## src/rtl/fetch_decode_pkg.sv

```systemverilog
// -----------------------------------------------------------------------------
// fetch_decode_pkg
// Shared definitions for the CPU front end: the op_mne instruction mnemonic
// enum used by fetch and execute, the fetch FSM state enum, opcode constants
// and the pure opcode-to-mnemonic mapping function.
// -----------------------------------------------------------------------------
package fetch_decode_pkg;

  typedef enum logic [2:0] {
    LW   = 3'd0,
    SW   = 3'd1,
    SET  = 3'd2,
    BNE  = 3'd3,
    PAR  = 3'd4,
    ADD  = 3'd5,
    XOR  = 3'd6,
    LSOR = 3'd7
  } op_mne_e;

  typedef enum logic [1:0] {
    IDLE = 2'd0,
    RUN  = 2'd1,
    DONE = 2'd2
  } fetch_state_e;

  // Opcode 001 has no mnemonic of its own; it stops the program.
  localparam logic [2:0] kHALT = 3'b001;

  // Loads and stores share opcode 000 and are told apart by this bit.
  localparam int kLSW_SW_BIT = 5;

  // Maps a raw instruction onto its mnemonic. HALT has no mnemonic and
  // falls through to LW; callers never register it.
  function automatic op_mne_e opToMne(input logic [8:0] instr);
    op_mne_e op;
    unique case (instr[8:6])
      3'b000:  op = instr[kLSW_SW_BIT] ? SW : LW;
      3'b010:  op = SET;
      3'b011:  op = BNE;
      3'b100:  op = PAR;
      3'b101:  op = ADD;
      3'b110:  op = XOR;
      3'b111:  op = LSOR;
      default: op = LW;
    endcase
    return op;
  endfunction

endpackage

```

## src/rtl/fetch_decode_if.sv

```systemverilog
// -----------------------------------------------------------------------------
// fetch_decode_if
// Bundles the front-end signals: control from the sequencer (start), hazard
// and redirect inputs from execute (stall, br_taken, br_target), the
// instruction ROM port (imem_addr/imem_data) and the decode register outputs
// (dec_valid, dec_op, dec_instr, dec_pc, illegal, done).
//   master : the fetch_decode stage
//   slave  : the surrounding core (execute stage, ROM, sequencer)
// -----------------------------------------------------------------------------
interface fetch_decode_if
  import fetch_decode_pkg::*;
#(
  parameter int PC_W = 10
);

  logic            start;
  logic            stall;
  logic            br_taken;
  logic [PC_W-1:0] br_target;
  logic [PC_W-1:0] imem_addr;
  logic [8:0]      imem_data;
  logic            dec_valid;
  op_mne_e         dec_op;
  logic [8:0]      dec_instr;
  logic [PC_W-1:0] dec_pc;
  logic            illegal;
  logic            done;

  modport master (
    input  start, stall, br_taken, br_target, imem_data,
    output imem_addr, dec_valid, dec_op, dec_instr, dec_pc, illegal, done
  );

  modport slave (
    output start, stall, br_taken, br_target, imem_data,
    input  imem_addr, dec_valid, dec_op, dec_instr, dec_pc, illegal, done
  );

endinterface

```

## src/rtl/fetch_decode_instr_decode.sv

```systemverilog
// -----------------------------------------------------------------------------
// instr_decode
// Purely combinational decode of one 9-bit instruction.
//   instr  in  9  raw instruction from the ROM
//   op     out    op_mne mnemonic (don't-care when isHalt)
//   isHalt out 1  instruction is HALT (opcode 001)
// -----------------------------------------------------------------------------
module instr_decode
  import fetch_decode_pkg::*;
(
  input  logic [8:0] instr,
  output op_mne_e    op,
  output logic       isHalt
);

  assign op     = opToMne(instr);
  assign isHalt = (instr[8:6] == kHALT);

endmodule

```

## src/rtl/fetch_decode.sv

```systemverilog
// -----------------------------------------------------------------------------
// fetch_decode
// Front-end stage of the CPU. Owns the program counter, fetches one 9-bit
// instruction per cycle from a combinational ROM and registers it with its
// decoded mnemonic for the execute stage. Sequenced by an IDLE/RUN/DONE FSM;
// honours stalls and taken-branch redirects from execute, and stops on HALT.
//   Clk    in   system clock
//   Reset  in   synchronous, active-high reset
//   bus    master modport of fetch_decode_if:
//     start, stall, br_taken, br_target, imem_data      (inputs)
//     imem_addr, dec_valid, dec_op, dec_instr, dec_pc,
//     illegal, done                                     (outputs)
// -----------------------------------------------------------------------------
module fetch_decode
  import fetch_decode_pkg::*;
#(
  parameter int          PC_W     = 10,
  parameter int unsigned START_PC = 0
) (
  input  logic           Clk,
  input  logic           Reset,
  fetch_decode_if.master bus
);

  localparam logic [PC_W-1:0] kStartPc = PC_W'(START_PC);

  fetch_state_e state, stateNext;

  // Fetch stage (p0): program counter
  logic [PC_W-1:0] pc_p0, pcNext_p0;

  // Decode register (p1)
  logic            decValid_p1, decValidNext_p1;
  op_mne_e         decOp_p1;
  logic [8:0]      decInstr_p1;
  logic [PC_W-1:0] decPc_p1;
  logic            decLoad;

  logic            done, doneNext;

  op_mne_e         fetchOp;
  logic            fetchIsHalt;

  instr_decode uDecode (
    .instr  (bus.imem_data),
    .op     (fetchOp),
    .isHalt (fetchIsHalt)
  );

  // FSM: state register
  always_ff @(posedge Clk) begin
    if (Reset) state <= IDLE;
    else       state <= stateNext;
  end

  // FSM: next-state logic. A redirect outranks both stall and HALT, so a
  // HALT on the wrong path never stops the machine.
  always_comb begin
    stateNext = state;
    unique case (state)
      IDLE: if (bus.start) stateNext = RUN;
      RUN:  if (!bus.br_taken && !bus.stall && fetchIsHalt) stateNext = DONE;
      DONE: if (bus.start) stateNext = RUN;
      default: stateNext = IDLE;
    endcase
  end

  // FSM: output logic (next values for PC, decode register and done)
  always_comb begin
    pcNext_p0       = pc_p0;
    decValidNext_p1 = decValid_p1;
    decLoad         = 1'b0;
    doneNext        = done;
    unique case (state)
      IDLE: begin
        decValidNext_p1 = 1'b0;
        if (bus.start) pcNext_p0 = kStartPc;
      end
      RUN: begin
        if (bus.br_taken) begin
          // Squash whatever was fetched on the wrong path.
          pcNext_p0       = bus.br_target;
          decValidNext_p1 = 1'b0;
        end else if (bus.stall) begin
          // Hold everything.
        end else if (fetchIsHalt) begin
          // PC parks on the HALT address.
          decValidNext_p1 = 1'b0;
          doneNext        = 1'b1;
        end else begin
          decLoad         = 1'b1;
          decValidNext_p1 = 1'b1;
          pcNext_p0       = pc_p0 + PC_W'(1);  // wraps modulo 2^PC_W
        end
      end
      DONE: begin
        decValidNext_p1 = 1'b0;
        if (bus.start) begin
          pcNext_p0 = kStartPc;
          doneNext  = 1'b0;
        end
      end
      default: begin
        decValidNext_p1 = 1'b0;
      end
    endcase
  end

  // Fetch stage (p0) -> decode register (p1) boundary
  always_ff @(posedge Clk) begin
    if (Reset) begin
      pc_p0       <= kStartPc;
      decValid_p1 <= 1'b0;
      decOp_p1    <= LW;
      decInstr_p1 <= '0;
      decPc_p1    <= '0;
      done        <= 1'b0;
    end else begin
      pc_p0       <= pcNext_p0;
      decValid_p1 <= decValidNext_p1;
      done        <= doneNext;
      if (decLoad) begin
        decOp_p1    <= fetchOp;
        decInstr_p1 <= bus.imem_data;
        decPc_p1    <= pc_p0;
      end
    end
  end

  assign bus.imem_addr = pc_p0;
  assign bus.dec_valid = decValid_p1;
  assign bus.dec_op    = decOp_p1;
  assign bus.dec_instr = decInstr_p1;
  assign bus.dec_pc    = decPc_p1;
  assign bus.illegal   = 1'b0;   // every opcode is legal; reserved
  assign bus.done      = done;

endmodule
```

## src/flat_wrapper.sv

```systemverilog
// flat-port wrapper written by rule: the top's interface ports become plain ports
module fetch_decode_flat import fetch_decode_pkg::*;
#(
  parameter int          PC_W     = 10,
  parameter int unsigned START_PC = 0
)
  (Clk, Reset, bus_start, bus_stall, bus_br_taken, bus_br_target, bus_imem_data, bus_imem_addr, bus_dec_valid, bus_dec_op, bus_dec_instr, bus_dec_pc, bus_illegal, bus_done);
  fetch_decode_if #(.PC_W(PC_W)) bus_i ();
  input  logic Clk;
  input  logic Reset;
  input wire logic [$bits(bus_i.start)-1:0] bus_start;
  input wire logic [$bits(bus_i.stall)-1:0] bus_stall;
  input wire logic [$bits(bus_i.br_taken)-1:0] bus_br_taken;
  input wire logic [$bits(bus_i.br_target)-1:0] bus_br_target;
  input wire logic [$bits(bus_i.imem_data)-1:0] bus_imem_data;
  output wire logic [$bits(bus_i.imem_addr)-1:0] bus_imem_addr;
  output wire logic [$bits(bus_i.dec_valid)-1:0] bus_dec_valid;
  output wire logic [$bits(bus_i.dec_op)-1:0] bus_dec_op;
  output wire logic [$bits(bus_i.dec_instr)-1:0] bus_dec_instr;
  output wire logic [$bits(bus_i.dec_pc)-1:0] bus_dec_pc;
  output wire logic [$bits(bus_i.illegal)-1:0] bus_illegal;
  output wire logic [$bits(bus_i.done)-1:0] bus_done;
  assign bus_i.start = bus_start;
  assign bus_i.stall = bus_stall;
  assign bus_i.br_taken = bus_br_taken;
  assign bus_i.br_target = bus_br_target;
  assign bus_i.imem_data = bus_imem_data;
  assign bus_imem_addr = bus_i.imem_addr;
  assign bus_dec_valid = bus_i.dec_valid;
  assign bus_dec_op = bus_i.dec_op;
  assign bus_dec_instr = bus_i.dec_instr;
  assign bus_dec_pc = bus_i.dec_pc;
  assign bus_illegal = bus_i.illegal;
  assign bus_done = bus_i.done;
  fetch_decode #(.PC_W(PC_W), .START_PC(START_PC)) u_core (.Clk(Clk), .Reset(Reset), .bus(bus_i));
endmodule
```

## config.mk

```make
export PLATFORM = sky130hd
export DESIGN_NAME = fetch_decode_flat
export DESIGN_NICKNAME = d
export VERILOG_FILES = /design/src/rtl/fetch_decode_pkg.sv /design/src/rtl/fetch_decode_if.sv /design/src/rtl/fetch_decode_instr_decode.sv /design/src/rtl/fetch_decode.sv /design/src/flat_wrapper.sv
export SDC_FILE = /design/constraint.sdc
export NUM_CORES = 1
export LEC_CHECK = 0
export ABC_AREA = 1
export CORE_MARGIN = 1.5
export CORE_UTILIZATION = 47
export CTS_CLUSTER_DIAMETER = 80
export DETAILED_ROUTE_END_ITERATION = 12
export HOLD_SLACK_MARGIN = 0.1
export PLACE_DENSITY = 0.9
export SYNTH_ARGS = -nofsm -noshare
export SYNTH_HDL_FRONTEND = slang
export SYNTH_SLANG_ARGS = --single-unit
```

## constraint.sdc

```tcl
create_clock -name Clk -period 3.3 [get_ports Clk]
set_input_delay 0.66 -clock Clk [delete_from_list [all_inputs] [get_ports Clk]]
set_output_delay 0.66 -clock Clk [all_outputs]
set_load 0.005 [all_outputs]
```

# After elaboration in Yosys (flattened, before gate mapping)
# Cells that the tools add are included.
# classes
n_addsub	1
mul	0
div_mod_pow	0
magnitude_cmp	0
eq_ne	17
n_shift	0
n_mux	19
bitwise_logic	1
reduce_logical	13
# op_table
operator	n
10-bit 2-to-1 mux	4
3-bit case mux with 7 select lines	1
10-bit case mux with 2 select lines	1
3-bit equality test, second input constant	4
10-bit by 1-bit adder with 10-bit output, second input constant	1
1-bit 2-to-1 mux	9
3-bit by 2-bit equality test with 1-bit output, second input constant	2
2-bit by 1-bit != test with 1-bit output, second input constant	3
2-bit != test, second input constant	3
3-bit != test, second input constant	2
5-bit AND reduction	1
2-bit 2-to-1 mux	2
2-bit case mux with 2 select lines	1
4-bit AND reduction	1
2-bit nonzero test	2
3-bit by 1-bit equality test with 1-bit output, second input constant	1
3-bit logical NOT	1
3-bit OR reduction	1
2-bit by 1-bit equality test with 1-bit output, second input constant	1
2-bit equality test, second input constant	1
1-bit logical AND	2
1-bit logical NOT	2
2-bit logical NOT	1
1-bit case mux with 2 select lines	1
other kinds (3)	3
# word_totals
ff_bits	36
latch_bits	0
ram_bits	0
rom_bits	0
out_inout_bits	35
elab_cells	58
memories	0

# Longest topological paths before layout
# depth
depth_word	5
ltp_mapped	9
depth_no_buf	9

# Cells and area by module
# A second synthesis with hierarchy kept.
# unflattened
hier_cells	239
hier_area_um2	1671.6
# modules_own_cells
mod	instances	cells_per_inst	area_each_um2	seq_area_each_um2
fetch_decode	1	230	1630.3	720.7
instr_decode	1	9	41.3	0.0

# Worst setup path after synthesis
# OpenSTA, ideal clock, no wires.
# synth_path
path_kind	input -> register
startpoint	input port bus_br_taken
endpoint	register u_core.decOp_p1[0], in the netlist u_core.bus.dec_op[0]
setup_time_ns	0.115
arrival_time_ns	1.457
required_time_ns	3.185
setup_slack_ns	1.728
path_stages	8
cell_sequence	buf_2 > inv_4 > nand2_2 > nor2_4 > buf_6 > nand2_1 > a31oi_1 > nor2_1
# synth_via
elab_chain_len	2
# synth_rtl
item	line	source
start: declaration	flat_wrapper.sv:13	input wire logic [$bits(bus_i.br_taken)-1:0] bus_br_taken;
1-bit 2-to-1 mux	fetch_decode.sv:80	if (bus.br_taken) begin
1-bit 2-to-1 mux	fetch_decode.sv:74	unique case (state)
end signal: assignment	fetch_decode.sv:123	decOp_p1 <= fetchOp;
end: declaration	fetch_decode.sv:34	op_mne_e decOp_p1;
# Every way passes these cells.
# A chain may end at the register's enable or synchronous reset.

# Worst setup path after layout
# layout_path
startpoint	input port bus_br_taken
endpoint	register u_core.decInstr_p1[4], in the netlist u_core.bus.dec_instr[4]
# layout_via
elab_chain_len	2
# layout_rtl
item	line	source
1-bit 2-to-1 mux	fetch_decode.sv:80	
1-bit 2-to-1 mux	fetch_decode.sv:74	
end signal: assignment	fetch_decode.sv:124	decInstr_p1 <= bus.imem_data;
end: declaration	fetch_decode.sv:35	logic [8:0] decInstr_p1;
# Every way passes these cells.

==> run metrics <==
crit share post-route=between 60% and 70%; internal power=between 600 and 700 uW; number of antenna diodes=0; Final Cell Area=about 2300 um2; Gate power share=16.5%; syn nets=262; RSZ-0062 raised after global routing=false; die width=62.0 um; # Max-Cap Violations=0; synth cell count leaders=nand2_1, nor2_1, dfxtp_1; Synth top area share=between 40% and 50%; Hold-fix buffers, CTS=0; Tot GR Track Use=23.9%; sequential fraction of design power=~54%; Worst Tran Pin Value=0.592 ns; CTS root buf=clkbuf_4; clock power share=between 20% and 30%; Util after Layout=just under 70%; Die ar.=about 3800 um2; final hold vios=0; Final nets=between 300 and 400; Port-buffer cells=57; share of cells above drive strength 1=about 7%; htree depth=2; post-synthesis cell type count=24; Post-route DRC=0; first-pass GRT wire length=about 6800 um; Area Growth Syn to Fin=39.1%; number of gates resized after cts=0; Synth area leaders=dfxtp_1, nand2_1, nor2_1; post-synthesis register bit count=36; FF/Latch Area=approximately 720 um2; FMAX=approximately 430 MHz; Slew headroom=about three fifths; Hold/Removal Path Class=flop to flop; CP endpoint kind=flop; Syn Area/Cell=about 6.9 um2; IR drop worst, VDD=312 uV; number of global-route vias before repair=1,567; Worst setup SP type=input port; I/O Pins=59; critical path class=input port to flop; post-DR wirelength/cell=12.3 um; GRT Residual Overflow=0; Max Root-Sink Buffers=2; Filler Cells Inserted=just under 300; CTS sink cnt=36; fin. max-slew vios=0; area of the multi-input gates=roughly 760 um2; critical path arrival=2.55 ns; floorplan row count=21; Initial Util=49.0%; Clock Skew=just over 0.007 ns; WP data required=3.55 ns; number of synthesized flops with an enable pin=0; post-route minimum period=2.30 ns; Final Worst Setup Slack=0.999 ns; Post-DP Area=2210 um2; cell with the most instances after synthesis=nand2_1; asr flop ratio synth=0%; core area=roughly 3300 um2; Antenna Nets Post-Route=0; Setup TNS=0 ns; Leakage=~0.00089 uW; die height=between 60 and 70 um; register area share after synthesis=~44%; clk slew on worst S/H paths=0.11 ns; P per Cell Area=between 300 and 400 nW/um2; flop2flop setup slack=roughly 1.6 ns; Post-CTS Setup Inserts=0; Synth Flop Type=dfxtp_1; TritonCTS Buffers=5; GP Congestion=slightly below 0.9; Final setup viols=0; Post-DP HPWL=~3000 um; number of antenna violations at the first check in global routing=0; worst-path fanout max=31; largest net degree at the start of global routing=32; Synth Instances=around 240; Via density=about 5; clock latency on the worst-skew pair=0.35 ns; Netlist Area Pre-Place=about 1600 um2; leading area contributor after synthesis=dfxtp_1; Sw Pwr=~240 uW; Ys Warns=0; CTS tree=done; DP Worst Slack=between 0.6 and 0.7 ns; Routed Wire Length=4180 um; 1st-iter DRT viols=121; via count=between 1,500 and 2,000; status=completed; router iterations before antenna repair=4; Sw Share=a little over a quarter
-- sequential cells by signal (all words and copies together), names as in the netlist --
register	cells
u_core.bus.dec_pc	10
u_core.bus.imem_addr	10
u_core.bus.dec_op	3
u_core.bus.dec_valid	1
u_core.state	2
u_core.bus.dec_instr	9
u_core.bus.done	1
-- metrics by stage --
step / hold slack (ns) / std cells / total power (uW)
2_1_floorplan: 0.455 / 237 / 545
4_1_cts: 0.480 / 339 / 871
3_5_place_dp: 0.462 / 331 / 621
5_1_grt: 0.503 / 339 / 904
6_report: 0.482 / 339 / 869
3_3_place_gp: 0.455 / 331 / 617
-- power groups by stage --
stage | registers, uW | logic [uW] | clock network (uW)
floorplan | 477 | 67.9 | 0
global placement | 478 | 139 | 0
detailed placement | 478 | 142 | 0
CTS | 469 | 144 | 259
global route | 472 | 162 | 271
finish | 469 | 143 | 257
-- final cells by class --
type | instances | share of cell area, %
repair buffers | 58 | 25.4
clock buffers | 7 | 2.42
clock inverters | 1 | 0.330
inverters | 24 | 4.07
flip-flops and latches | 36 | 31.7
well taps | 46 | 2.53
multi-input cells | 167 | 33.5
-- routing by layer --
metal	vias to the layer above	GRT usage (%)	wire length, um
met4	0	9.12	46
met3	6	7.45	352
met5	-	0	0
met2	64	37.8	1990
li1	873	-	-
met1	769	30.5	1790
-- logic make-up (layout without fill, tap and decap cells) --
| kind of cell | count (synthesis) | after routing | share of synthesized area (%) |
|---|---|---|---|
| DFF | 36 | 36 | 44.1 |
| AOI/OAI and AO/OA | 55 | 55 | 17.4 |
| adders and majority gates | 1 | 1 | 0.766 |
| and+or+nand+nor | 110 | 110 | 28.3 |
| buffers and inverters | 34 | 90 | 9.26 |
| other | 1 | 1 | 0.229 |
-- placed cells by master, fill, tap and decap left out, drive strengths merged --
cell,count
clkdlybuf4s50,57
clkinvlp,1
a21oi,28
a31oi,1
o211a,1
ha,1
o21ai,24
clkbuf,7
o31ai,1
nand4,2
nand3,16
conb,1
nand2,51
nor2,40
nand3b,1
inv,24
dfxtp,36
buf,1
-- critical path: stages --
cell and delay (ns):
clkdlybuf4s50_1 0.61, inv_4 0.26, nand2_2 0.09, nor2_4 0.49, inv_2 0.23, nor2_1 0.14
nor2_1 0.05
-- path summary, 6_finish.rpt --
| kind | from | cells past startpoint | endpoint |
|---|---|---|---|
| setup / recovery | bus_br_taken | 7 | u_core.bus.dec_instr[4] |
| hold / removal | u_core.bus.done | 2 | u_core.bus.done |
| setup reg to reg | u_core.state[0] | 7 | u_core.bus.dec_instr[4] |
| hold reg to reg | u_core.bus.done | 2 | u_core.bus.done |
No activity file was read; power rests on OpenSTA's default activity.
==> variant 1 (same flow settings) <==
Encoding of `fetch_state_e`: now one-hot (3 bits for 3 states).
--- a/src/rtl/fetch_decode_pkg.sv
+++ b/src/rtl/fetch_decode_pkg.sv
@@ -19,6 +19,6 @@
 
-  typedef enum logic [1:0] {
-    IDLE = 2'd0,
-    RUN  = 2'd1,
-    DONE = 2'd2
+  typedef enum logic [2:0] {
+    IDLE = 3'b001,
+    RUN  = 3'b010,
+    DONE = 3'b100
   } fetch_state_e;
Behaviour: no difference found for any inputs over 10 cycles, from zero or initial values and one cycle with Reset high; not proved beyond that.
==> variant 1 against the unedited design <==
- setup slack improved by 0.26 ns
- power is 4.2% lower
- sequential cell count increased by 1
- wire length grew 2.9%
- design area rose by 2.5%
- critical path depth fell by 6
- global-route usage shrank 0.85 points
- sequential power about the same
- count of clock-buffer cells in the layout decreased by 2
- combinational power down 15%
- synthesized area is 4.1% higher
- clock power fell by 6%
- largest cell class unchanged
==> variant 1: results (changes against the unedited design) <==
* Dpl ws at 0.905 ns (+0.267 ns)
* Final wirelength at 4290 um (+2.9%)
* Multiplexer share of the synthesized area at 0 (unchanged)
* Static Leak at 0.927 nW (+3.9%)
* List of most frequent post-synthesis cells: 61 x nand2_1, 37 x dfxtp_1, 37 x nor2_1
* Top post-synthesis cells by area: dfxtp_1 44%, nand2_1 13%, nor2_1 8.2%
* Met3 routed WL at 354 um (+0.57%)
* Clock network power at 0.242 mW (-6%)
* Area share of fa/ha/maj cells after synthesis at 0.00736 (-0.000299)
* Drt via density at 5.03 (-0.37%)
* Psw at 0.238 mW (about the same)
* Synth Area per Inst at 6.91 sq um (+0.25%)
* Num CTS Buffers at 5 (unchanged)
* Power share of the sequential group at 0.563 (+0.023)
* Vias in the first global route at 1595 (+1.8%)
* Initial antenna violation count at 0 (unchanged)
* Clk pin slew, worst setup/hold paths at 0.11 ns (about the same)
* Total power at 0.833 mW (-4.2%)
* Top Family by Delay on Critical Path: buffers and inverters
* DRT iter0 DRCs at 122 (+0.83%)
* First-pass DRT Iterations at 4 (unchanged)
* Xor and xnor area share after synthesis at 0 (unchanged)
* Synth Area in Compound Gates at 0.152 (-0.0215)
* Estimated wirelength of the detail-placed design at 3070 um (+4.0%)
* Layout cells sized above 1 at 0.0528 (-0.0155)
* Synth cell types at 24 (unchanged)
* Post-Route Skew at 0.00431 ns (-0.00291 ns)
* Area post-placement at 2270 sq um (+2.9%)
* YS warnings at 0 (unchanged)
* Post-CTS Setup Bufs at 0 (unchanged)
* Gpl congestion at 0.885 (+1.9%)
* Dpl cells at 341 (+3.0%)
* H-Tree Depth at 2 (unchanged)
* Worst path max stage delay at 0.55 ns (-0.06 ns)
* Outcome: completed
* Async SR Flop Fraction at 0 (unchanged)
* Worst vdd ir at 0.000288 V (-7.7%)
* Post-synth net total at 271 (+3.4%)
* Met1 wire length at 1850 um (+3.5%)
* # nets final at 327 (+3.2%)
* Met2 wire len at 2020 um (+1.6%)
* Largest net degree at the start of global routing at 21 (-34%)
* Max FO, Critical Path at 7 (-77%)
* Root Driver: clkbuf_4
* WL/cell at 12.3 um (about the same)
* Post-cts resize count at 0 (unchanged)
* GR Util All Layers at 0.231 (-0.00847)
* First-pass GRT wire length at 7210 um (+6.0%)
* CP Data Arrival Time at 1.38 ns (-1.17 ns)
* Most used DFF post-synth: dfxtp_1
* Clk_lat worst skew at 0.36 ns
* Post-synthesis sequential area ratio at 0.436 (-0.00543)
[variant 1: path summary, 6_finish.rpt]
kind	startpoint	end	slack (ns)	depth (start not counted)
worst max-delay path	u_core.bus.imem_addr[5]$_SDFFE_PP0P_	bus_imem_addr[5]	1.26	1
worst min-delay path	u_core.bus.dec_op[2]$_SDFFE_PP0P_	u_core.bus.dec_op[2]$_SDFFE_PP0P_	0.48	2
worst max register to register	u_core.state[0]$_SDFFE_PP1P_	u_core.bus.dec_pc[9]$_SDFFE_PP0P_	1.75	6
worst min register to register	u_core.bus.dec_op[2]$_SDFFE_PP0P_	u_core.bus.dec_op[2]$_SDFFE_PP0P_	0.48	2
[variant 1: final cells by class]
type	instances	area, sq um
clock buffer	5	37.5
clock inverter	3	17.5
fill	294	1090
inverter	23	86.3
multi-input combinational	176	805
sequential	37	741
tap	46	57.6
timing repair buffer	59	586
[variant 1: per-layer routing]
layer  vias to the layer above  track usage
li1                        901            -
met1                       771        0.294
met2                        75        0.367
met3                         9       0.0679
met4                         0       0.0889
met5                         -            0
==> variant 2 (config.mk and constraints unchanged) <==
Made on the original files. `PC_W` is set to 10 in 3 places; all go to 5.
--- a/src/rtl/fetch_decode_if.sv
+++ b/src/rtl/fetch_decode_if.sv
@@ -12,3 +12,3 @@
 #(
-  parameter int PC_W = 10
+  parameter int PC_W = 5
 );
--- a/src/rtl/fetch_decode.sv
+++ b/src/rtl/fetch_decode.sv
@@ -16,3 +16,3 @@
 #(
-  parameter int          PC_W     = 10,
+  parameter int          PC_W     = 5,
   parameter int unsigned START_PC = 0
--- a/src/flat_wrapper.sv
+++ b/src/flat_wrapper.sv
@@ -3,3 +3,3 @@
 #(
-  parameter int          PC_W     = 10,
+  parameter int          PC_W     = 5,
   parameter int unsigned START_PC = 0
Ports: changed (resized bus_br_target, bus_dec_pc and bus_imem_addr); port bits go from 59 to 44. The function was not compared with the original's and may differ.
==> variant 2 against the unedited design <==
- design area fell by 30%
- critical path depth down 6
- synthesized area decreased by 32%
- wire length is 34% lower
- sequential cell count shrank 10
- final cell count down 36%
- setup slack better by 0.27 ns
- largest power group unchanged
- non-clock buffer count fell by 16
- power is 24% lower
- largest cell class is now sequential cells
==> variant 2: results (changes against the unedited design) <==
* Outcome: completed
* Routed vias at 1141 (-33%)
* Met3 routed WL at 140 um (-60%)
* GR Util All Layers at 0.228 (-0.0111)
* Met2 Use GR at 0.402 (+0.0237)
* Worst path max stage delay at 0.56 ns (-0.05 ns)
* Static Leak at 0.607 nW (-32%)
* Post-Route Skew at 0.00335 ns (-0.00388 ns)
* Clk pin slew, worst setup/hold paths at 0.14 ns (+0.03 ns)
* DRT iter0 DRCs at 31 (-74%)
* Met1 wire length at 1130 um (-37%)
* Num CTS Buffers at 3 (-2)
* Largest net degree at the start of global routing at 20 (-38%)
* Worst vdd ir at 0.000284 V (-8.8%)
* Synth Area per Inst at 7.55 sq um (+9.5%)
* Top post-synthesis cells by area: dfxtp_1 47%, nor2_1 8.1%, o21ai_0 7.2%
* Met2 wire len at 1380 um (-31%)
* Rows at 17 (-19%)
* Port Buf Inserts at 42 (-26%)
* First-pass GRT wire length at 4550 um (-33%)
* Clk_lat worst skew at 0.32 ns (-0.03 ns)
* Met3 Track Usage GR at 0.0316 (-0.0429)
* Layout cells sized above 1 at 0.0635 (-0.00477)
* Drt via density at 5.26 (+4.1%)
* Gpl congestion at 0.819 (-5.6%)
* H-Tree Depth at 1 (-1)
* CP Data Arrival Time at 1.37 ns (-1.18 ns)
* Post-synth net total at 168 (-36%)
* Post-synthesis sequential area ratio at 0.466 (+0.0248)
* First-pass DRT Iterations at 5 (+1)
* Estimated wirelength of the detail-placed design at 2030 um (-31%)
* Dpl cells at 213 (-36%)
* Dpl ws at 1.08 ns (+0.439 ns)
-- variant 2: cell count changes after synthesis, sizes merged, moves of 2 or more --
cell,delta
nor3,+2
dfxtp,-10
nor2,-15
nand2,-29
inv,-9
buf,-4
nand4,+2
a21oi,-13
o21ai,-7
nand3,-6
or2,+2
-- variant 2: cells by family after synthesis --
family,synth area share
other cells,0.00336
buf+inv,0.0862
simple gates,0.277
flops,0.466
fa+ha+maj,0.0112
compound gates,0.157
-- variant 2: per-stage QoR --
step                 util  power, mW  hold WS, ns
CTS                 0.711      0.666        0.485
finish              0.711      0.664        0.484
detailed placement  0.687      0.450        0.462
global placement    0.687      0.446        0.455
floorplan               -      0.393        0.454
global route        0.711      0.692        0.509
-- variant 2: final timing paths --
kind	start	to	slack, ns	cells past startpoint
worst max-delay path	u_core.bus.imem_addr[2]$_SDFFE_PP0P_	bus_imem_addr[2]	1.27	1
worst min-delay path	u_core.bus.done$_SDFFE_PP0P_	u_core.bus.done$_SDFFE_PP0P_	0.48	2
worst max register to register	u_core.state[0]$_SDFFE_PP0P_	u_core.bus.dec_instr[8]$_SDFFE_PP0P_	1.85	6
worst min register to register	u_core.bus.done$_SDFFE_PP0P_	u_core.bus.done$_SDFFE_PP0P_	0.48	2
-- variant 2: final cells by class --
| cell class | count | area [sq um] |
|---|---|---|
| Multi-Input combinational cell | 102 | 500 |
| Clock buffer | 3 | 22.5 |
| Sequential cell | 26 | 520 |
| Tap cell | 28 | 35.0 |
| Timing Repair Buffer | 42 | 420 |
| Fill cell | 188 | 646 |
| Inverter | 15 | 58.8 |
| Clock inverter | 1 | 30.0 |
-- variant 2: where the power goes --
part	switching, mW	total (mW)	leakage, nW	internal, mW
clock network	0.0967	0.220	0.0279	0.123
registers	0.0131	0.340	0.211	0.327
logic	0.0483	0.105	0.368	0.0563
